<file path="config.mk">
export PLATFORM = sky130hd
export DESIGN_NAME = eth_tx_arbiter
export DESIGN_NICKNAME = d
export VERILOG_FILES = /design/src/rtl/eth_pkg.sv /design/src/rtl/eth_tx_arb_sel.sv /design/src/rtl/eth_tx_arbiter.sv
export SDC_FILE = /design/constraint.sdc
export NUM_CORES = 1
export LEC_CHECK = 0
export ABC_AREA = 1
export BUFFER_PORTS_ARGS = -buffer_cell sky130_fd_sc_hd__buf_2
export CAP_MARGIN = 10
export CORE_AREA = 2 2 92 94
export DETAILED_ROUTE_END_ITERATION = 8
export DIE_AREA = 0 0 94 96
export GPL_ROUTABILITY_DRIVEN = 0
export GPL_TIMING_DRIVEN = 0
export MAX_ROUTING_LAYER = met4
export PLACE_DENSITY_LB_ADDON = 0.05
export SLEW_MARGIN = 20
export SYNTH_ARGS = -nofsm -noshare
export SYNTH_HDL_FRONTEND = slang
export SYNTH_SLANG_ARGS = --single-unit
</file>
<file path="constraint.sdc">
create_clock -name clk156 -period 1.3 [get_ports clk156]
set_clock_uncertainty 0.15 [all_clocks]
set_input_delay 0.065 -clock clk156 [delete_from_list [all_inputs] [get_ports clk156]]
set_output_delay 0.065 -clock clk156 [all_outputs]
set_load 0.03 [all_outputs]
</file>
<file path="src/rtl/eth_pkg.sv">
// Shared definitions for the Ethernet TX arbiter: AXI-Stream widths, arbiter
// state encoding and the winner-selection helper.
package eth_pkg;

    localparam int AXIS_DATA_W = 64;
    localparam int AXIS_KEEP_W = 8;

    typedef enum logic [1:0] {
        ARB_IDLE = 2'b00,
        ARB_PKT  = 2'b01,
        ARB_GAP  = 2'b10
    } arb_state_e;

    // Winner for a new frame; ties go to port 1 in fixed mode, else away from the last owner.
    function automatic logic arb_pick(
        input logic v0,
        input logic v1,
        input logic last_grant,
        input logic prio_fixed
    );
        logic win;
        win = 1'b0;
        if (v0 && v1) begin
            win = prio_fixed ? 1'b1 : ~last_grant;
        end else if (v1) begin
            win = 1'b1;
        end else begin
            win = 1'b0;
        end
        return win;
    endfunction

endpackage

</file>
<file path="src/rtl/eth_tx_arb_sel.sv">
// Combinational 2:1 AXI-Stream mux with tready steering. Only the granted
// source sees the MAC's tready, and output payload is zero whenever tvalid is low.
module eth_tx_arb_sel
    import eth_pkg::*;
(
    input  logic                   grant,
    input  logic                   pass_en,
    input  logic                   s0_axis_tvalid,
    input  logic [AXIS_DATA_W-1:0] s0_axis_tdata,
    input  logic [AXIS_KEEP_W-1:0] s0_axis_tkeep,
    input  logic                   s0_axis_tlast,
    input  logic                   s0_axis_tuser,
    output logic                   s0_axis_tready,
    input  logic                   s1_axis_tvalid,
    input  logic [AXIS_DATA_W-1:0] s1_axis_tdata,
    input  logic [AXIS_KEEP_W-1:0] s1_axis_tkeep,
    input  logic                   s1_axis_tlast,
    input  logic                   s1_axis_tuser,
    output logic                   s1_axis_tready,
    input  logic                   m_axis_tready,
    output logic                   m_axis_tvalid,
    output logic [AXIS_DATA_W-1:0] m_axis_tdata,
    output logic [AXIS_KEEP_W-1:0] m_axis_tkeep,
    output logic                   m_axis_tlast,
    output logic                   m_axis_tuser
);

    // Route the granted source to the MAC while a frame is open.
    always_comb begin
        m_axis_tvalid  = 1'b0;
        m_axis_tdata   = {AXIS_DATA_W{1'b0}};
        m_axis_tkeep   = {AXIS_KEEP_W{1'b0}};
        m_axis_tlast   = 1'b0;
        m_axis_tuser   = 1'b0;
        s0_axis_tready = 1'b0;
        s1_axis_tready = 1'b0;
        if (pass_en) begin
            if (grant) begin
                m_axis_tvalid  = s1_axis_tvalid;
                s1_axis_tready = m_axis_tready;
                if (s1_axis_tvalid) begin
                    m_axis_tdata = s1_axis_tdata;
                    m_axis_tkeep = s1_axis_tkeep;
                    m_axis_tlast = s1_axis_tlast;
                    m_axis_tuser = s1_axis_tuser;
                end else begin
                    m_axis_tdata = {AXIS_DATA_W{1'b0}};
                end
            end else begin
                m_axis_tvalid  = s0_axis_tvalid;
                s0_axis_tready = m_axis_tready;
                if (s0_axis_tvalid) begin
                    m_axis_tdata = s0_axis_tdata;
                    m_axis_tkeep = s0_axis_tkeep;
                    m_axis_tlast = s0_axis_tlast;
                    m_axis_tuser = s0_axis_tuser;
                end else begin
                    m_axis_tdata = {AXIS_DATA_W{1'b0}};
                end
            end
        end else begin
            m_axis_tvalid = 1'b0;
        end
    end

endmodule

</file>
<file path="src/rtl/eth_tx_arbiter.sv">
// Packet-granular 2:1 arbiter in front of the 10G MAC TX stream, with optional
// post-frame idle gap. Define ETH_TX_ARB_STATS_EN to add per-port frame/error counters.
module eth_tx_arbiter
    import eth_pkg::*;
#(
    parameter int GAP_CYCLES = 0,
    parameter int PRIO_MODE  = 0,
    parameter int GAP_W      = 16
) (
    input  logic                   clk156,
    input  logic                   eth_rst,
    output logic [7:0]             debug,
    input  logic                   s0_axis_tvalid,
    output logic                   s0_axis_tready,
    input  logic [AXIS_DATA_W-1:0] s0_axis_tdata,
    input  logic [AXIS_KEEP_W-1:0] s0_axis_tkeep,
    input  logic                   s0_axis_tlast,
    input  logic                   s0_axis_tuser,
    input  logic                   s1_axis_tvalid,
    output logic                   s1_axis_tready,
    input  logic [AXIS_DATA_W-1:0] s1_axis_tdata,
    input  logic [AXIS_KEEP_W-1:0] s1_axis_tkeep,
    input  logic                   s1_axis_tlast,
    input  logic                   s1_axis_tuser,
    input  logic                   m_axis_tready,
    output logic                   m_axis_tvalid,
    output logic [AXIS_DATA_W-1:0] m_axis_tdata,
    output logic [AXIS_KEEP_W-1:0] m_axis_tkeep,
    output logic                   m_axis_tlast,
    output logic                   m_axis_tuser
`ifdef ETH_TX_ARB_STATS_EN
    ,
    output logic [31:0]            stat_frames0,
    output logic [31:0]            stat_frames1,
    output logic [15:0]            stat_err
`endif
);

    localparam logic             HAS_GAP    = (GAP_CYCLES > 0);
    localparam logic             PRIO_FIXED = (PRIO_MODE != 0);
    localparam logic [GAP_W-1:0] GAP_LAST   = GAP_W'((GAP_CYCLES > 0) ? (GAP_CYCLES - 1) : 0);
    localparam logic [GAP_W-1:0] GAP_ONE    = GAP_W'(1);

    arb_state_e       state_r, state_s;
    logic             grant_r, grant_s;
    logic             last_grant_r, last_grant_s;
    logic [GAP_W-1:0] gap_cnt_r, gap_cnt_s;
    logic [3:0]       frame_cnt_r, frame_cnt_s;
    logic             pass_en_s;
    logic             xfer_last_s;

    assign pass_en_s   = (state_r == ARB_PKT);
    assign xfer_last_s = pass_en_s && m_axis_tvalid && m_axis_tready && m_axis_tlast;

    eth_tx_arb_sel u_sel (
        .grant          (grant_r),
        .pass_en        (pass_en_s),
        .s0_axis_tvalid (s0_axis_tvalid),
        .s0_axis_tdata  (s0_axis_tdata),
        .s0_axis_tkeep  (s0_axis_tkeep),
        .s0_axis_tlast  (s0_axis_tlast),
        .s0_axis_tuser  (s0_axis_tuser),
        .s0_axis_tready (s0_axis_tready),
        .s1_axis_tvalid (s1_axis_tvalid),
        .s1_axis_tdata  (s1_axis_tdata),
        .s1_axis_tkeep  (s1_axis_tkeep),
        .s1_axis_tlast  (s1_axis_tlast),
        .s1_axis_tuser  (s1_axis_tuser),
        .s1_axis_tready (s1_axis_tready),
        .m_axis_tready  (m_axis_tready),
        .m_axis_tvalid  (m_axis_tvalid),
        .m_axis_tdata   (m_axis_tdata),
        .m_axis_tkeep   (m_axis_tkeep),
        .m_axis_tlast   (m_axis_tlast),
        .m_axis_tuser   (m_axis_tuser)
    );

    // Next-state logic: arbitrate in IDLE, hold grant for a whole frame, then pace.
    always_comb begin
        state_s      = state_r;
        grant_s      = grant_r;
        last_grant_s = last_grant_r;
        gap_cnt_s    = gap_cnt_r;
        frame_cnt_s  = frame_cnt_r;
        case (state_r)
            ARB_IDLE: begin
                if (s0_axis_tvalid || s1_axis_tvalid) begin
                    grant_s = arb_pick(s0_axis_tvalid, s1_axis_tvalid, last_grant_r, PRIO_FIXED);
                    state_s = ARB_PKT;
                end else begin
                    state_s = ARB_IDLE;
                end
            end
            ARB_PKT: begin
                if (xfer_last_s) begin
                    last_grant_s = grant_r;
                    frame_cnt_s  = frame_cnt_r + 4'd1;
                    state_s      = HAS_GAP ? ARB_GAP : ARB_IDLE;
                end else begin
                    state_s = ARB_PKT;
                end
            end
            ARB_GAP: begin
                if (gap_cnt_r == GAP_LAST) begin
                    gap_cnt_s = {GAP_W{1'b0}};
                    state_s   = ARB_IDLE;
                end else begin
                    gap_cnt_s = gap_cnt_r + GAP_ONE;
                end
            end
            default: begin
                state_s   = ARB_IDLE;
                gap_cnt_s = {GAP_W{1'b0}};
            end
        endcase
    end

    // Arbiter state registers.
    always_ff @(posedge clk156 or posedge eth_rst) begin
        if (eth_rst) begin
            state_r      <= ARB_IDLE;
            grant_r      <= 1'b0;
            last_grant_r <= 1'b1;
            gap_cnt_r    <= {GAP_W{1'b0}};
            frame_cnt_r  <= 4'd0;
        end else begin
            state_r      <= state_s;
            grant_r      <= grant_s;
            last_grant_r <= last_grant_s;
            gap_cnt_r    <= gap_cnt_s;
            frame_cnt_r  <= frame_cnt_s;
        end
    end

    // Debug is forced low while reset is held so it reads all-zero like every other output.
    assign debug = eth_rst ? 8'h00 : {state_r, grant_r, last_grant_r, frame_cnt_r};

`ifdef ETH_TX_ARB_STATS_EN
    logic [31:0] stat_frames0_r;
    logic [31:0] stat_frames1_r;
    logic [15:0] stat_err_r;

    // Completed-frame counters per port; the error counter saturates instead of wrapping.
    always_ff @(posedge clk156 or posedge eth_rst) begin
        if (eth_rst) begin
            stat_frames0_r <= 32'd0;
            stat_frames1_r <= 32'd0;
            stat_err_r     <= 16'd0;
        end else begin
            if (xfer_last_s && !grant_r) begin
                stat_frames0_r <= stat_frames0_r + 32'd1;
            end
            if (xfer_last_s && grant_r) begin
                stat_frames1_r <= stat_frames1_r + 32'd1;
            end
            if (xfer_last_s && m_axis_tuser && (stat_err_r != 16'hffff)) begin
                stat_err_r <= stat_err_r + 16'd1;
            end
        end
    end

    assign stat_frames0 = stat_frames0_r;
    assign stat_frames1 = stat_frames1_r;
    assign stat_err     = stat_err_r;
`endif

endmodule

</file>
==> qor.yml <==
floorplanning:
  die_w_um: 94
  coreArea_um2: 8050
  die_height_um: 96
  initial_core_util_pct: 17.8
  rows: 33
  dieArea_um2: 9020
  io-pin-count: 238
global_route:
  grt_max_degree: 11
  grt_pass1_wl_mm: 13.0
  grt_usage_pct: 18.7
  antenna_found_initial: 0
  grt_overflow: 0
  grt_pass1_vias: 2632
power:
  internal-power_uw: 3910
  netSwitchingFraction_pct: 53.9
  clock_power_share_pct: 3.7
  combinationalPowerShare_pct: 91.1
  p_leak_uw: 0.00200
  p_per_area_nw_per_um2: 2010
  p_sw_uw: 4580
  ir_drop_mv: 1.34
  seqPwrFrac_pct: 5.3
finish:
  area_growth_pct: 194
  most-common-layout-cells: "buf_2 (155), buf_6 (69), a22oi_2 (66), nor2_2 (64), buf_4 (29)"
  design_area_um2: 4220
  num-nets-final: 653
  drive_above_1_share_pct: 87.6
  regArea_um2: 178
  antennaDiodeCount: 0
  nFillCells: 806
  final_common_cell: "buf_2"
  multi_input_area_um2: 1690
cts:
  path_clk_slew_ns: 0.04
  cts_root_buffer: "clkbuf_8"
  cts_tree: "built"
  clk_latency_ns: 0.23
  clock-sinks: 7
  htree_levels: 1
  clk_path_buf_depth: 2
  cts_buffers: 3
worst_setup_path:
  start_kind: "flip-flop"
  critPathCaptureType: "primary output"
  r2r-start: "grant_r"
  setup.worst_path.class: "reg -> out"
  worstPathMaxFanout: 10
  required_ns: 1.09
  startpoint: "grant_r"
  worstRegToRegCells: 9
  critPathArrivalTime_ns: 1.44
synthesis:
  postSynthCellCount: 244
  synth_cell_type_count: 20
  yosys_warnings: 0
  yosys.area.top_type: "a22oi_1"
  syn_area_per_cell_um2: 5.87
  synth_area_um2: 1430
  yosysSeqAreaShare_pct: 12.3
  ys_ff_latch: 7
  synth_top_area_share_pct: 38.3
  synthTopCellsByArea: "a22oi_1 (38%), nor2_1 (22%), dfrtp_1 (10%), nand2_1 (7.9%), buf_4 (4.2%)"
  synth_nets: 398
sta:
  setup_viol: 85
  max_freq_ghz: 0.605
  period_minus_slack_ns: 1.65
  drv_slew: 0
  rsz0062_at_grt: "yes"
  finalHoldViolCount: 0
  setup_ws_ns: -0.354
  final.period_utilization_pct: 127
  hold_ws_ns: 0.00124
run:
  max_cap_violations: 0
drt:
  met1_length_mm: 3.40
  firstDrtPassIters: 4
  via_per_inst: 4.61
  drc_errors: 0
  drt_iter0_drc: 36
  post_drt_wl_per_cell_um: 15.4
  drtAntennaViolNets: 0
  wl_met2_mm: 5.21
  totalWireLength_mm: 9.27
  wl_met3_um: 544
  top_layer_used: "met4"
  vias: 2780
placed_design:
  dpl.hpwl_mm: 7.10
  portBuffers: 235
  placed_cell_area_um2: 3050
hold_path:
  min_delay_path_depth: 3
  hp-class: "in -> reg"
  hold_start: "s1_axis_tvalid"
outcome:
  violations: "negative setup slack"
  status: "finished, violations left"
final cells by class:
| class | count | share of cell area (%) |
|---|---|---|
| well taps | 105 | 3.11 |
| flip-flops and latches | 7 | 4.21 |
| repair buffers | 251 | 42.7 |
| clock buffers | 4 | 1.07 |
| multi-input cells | 201 | 40.2 |
| plain buffers | 24 | 7.45 |
| inverters | 11 | 1.33 |
power by group through the flow:
stage | registers, uW | clock network (uW) | logic, uW
after floorplan | 403 | 0 | 4040
after global placement | 428 | 0 | 5490
after detailed placement | 427 | 0 | 5520
after CTS | 420 | 321 | 7280
after global routing | 465 | 330 | 8200
final | 448 | 311 | 7730
stage by stage:
| step | worst slack, ns | utilization, % | cells | setup TNS, ns | total power (uW) |
|---|---|---|---|---|---|
| 5_1_grt | -0.411 | 52.4 | 603 | -31.24 | 9000 |
| 6_report | -0.354 | 52.4 | 603 | -25.83 | 8490 |
| 4_1_cts | -0.409 | 49.6 | 598 | -29.98 | 8020 |
| 3_3_place_gp | -0.390 | 37.9 | 584 | -26.05 | 5920 |
| 3_5_place_dp | -0.421 | 37.9 | 584 | -26.89 | 5950 |
| 2_1_floorplan | -0.127 | - | 244 | -7.38 | 4440 |
cell usage after synthesis:
library cell / instances
inv_2: 2
nor2_4: 2
clkbuf_1: 7
a22oi_1: 73
ha_1: 1
dfrtp_1: 6
nor2_1: 83
buf_4: 8
nand3_1: 4
dfstp_2: 1
o21ai_0: 3
conb_1: 1
inv_1: 9
a21oi_1: 1
nand2_2: 1
buf_6: 1
xor2_1: 1
nand2_1: 30
nand4_1: 1
buf_2: 9
registers in the layout (all words and copies together), names as in the netlist:
name          count
last_grant_r      1
state_r           1
grant_r           1
frame_cnt_r       4
critical path: stages, from the launching register on:
cell     delay, ns
dfrtp_2       0.43
nor2_4        0.13
buf_6         0.16
buf_12        0.15
a22oi_2       0.06
nor2_2        0.13
buf_6         0.14
repair_timing:
item | CTS | global route
setup buffers | 9 | 3
gates cloned | 0 | 3
pin swaps | 6 | 13
endpoints found under the hold margin | 6 | 0
hold buffers | 1 | 0
endpoints found under the setup margin | 84 | 86
gates resized for setup | 230 | 41
kinds of logic (layout without fill, tap and decap cells):
kind of cell	after synthesis	after routing	share of synthesized area, %
AOI/OAI and AO/OA	77	77	39.7
xor gates and xnor gates	1	1	0.611
adders and majority gates	1	1	0.873
buffers and inverters	36	290	12.8
DFF	7	7	12.3
other	1	1	0.262
and+or+nand+nor	121	121	33.5
final timing paths:
path / endpoint / slack, ns
worst max-delay path: m_axis_tkeep[6] / -0.35
min in group asynchronous: frame_cnt_r[0] / 0.37
worst min-delay path: grant_r / 0.001
max in group asynchronous: last_grant_r / 0.35
worst max register to register: last_grant_r / -0.22
worst min register to register: last_grant_r / 0.32
per-layer routing:
| metal | vias to the layer above | global-route usage (%) |
|---|---|---|
| met1 | 1305 | 21.3 |
| met4 | 0 | 4.23 |
| met2 | 101 | 35.0 |
| met5 | - | - |
| li1 | 1364 | - |
| met3 | 10 | 2.04 |
Power figures use the tool's default switching activity.
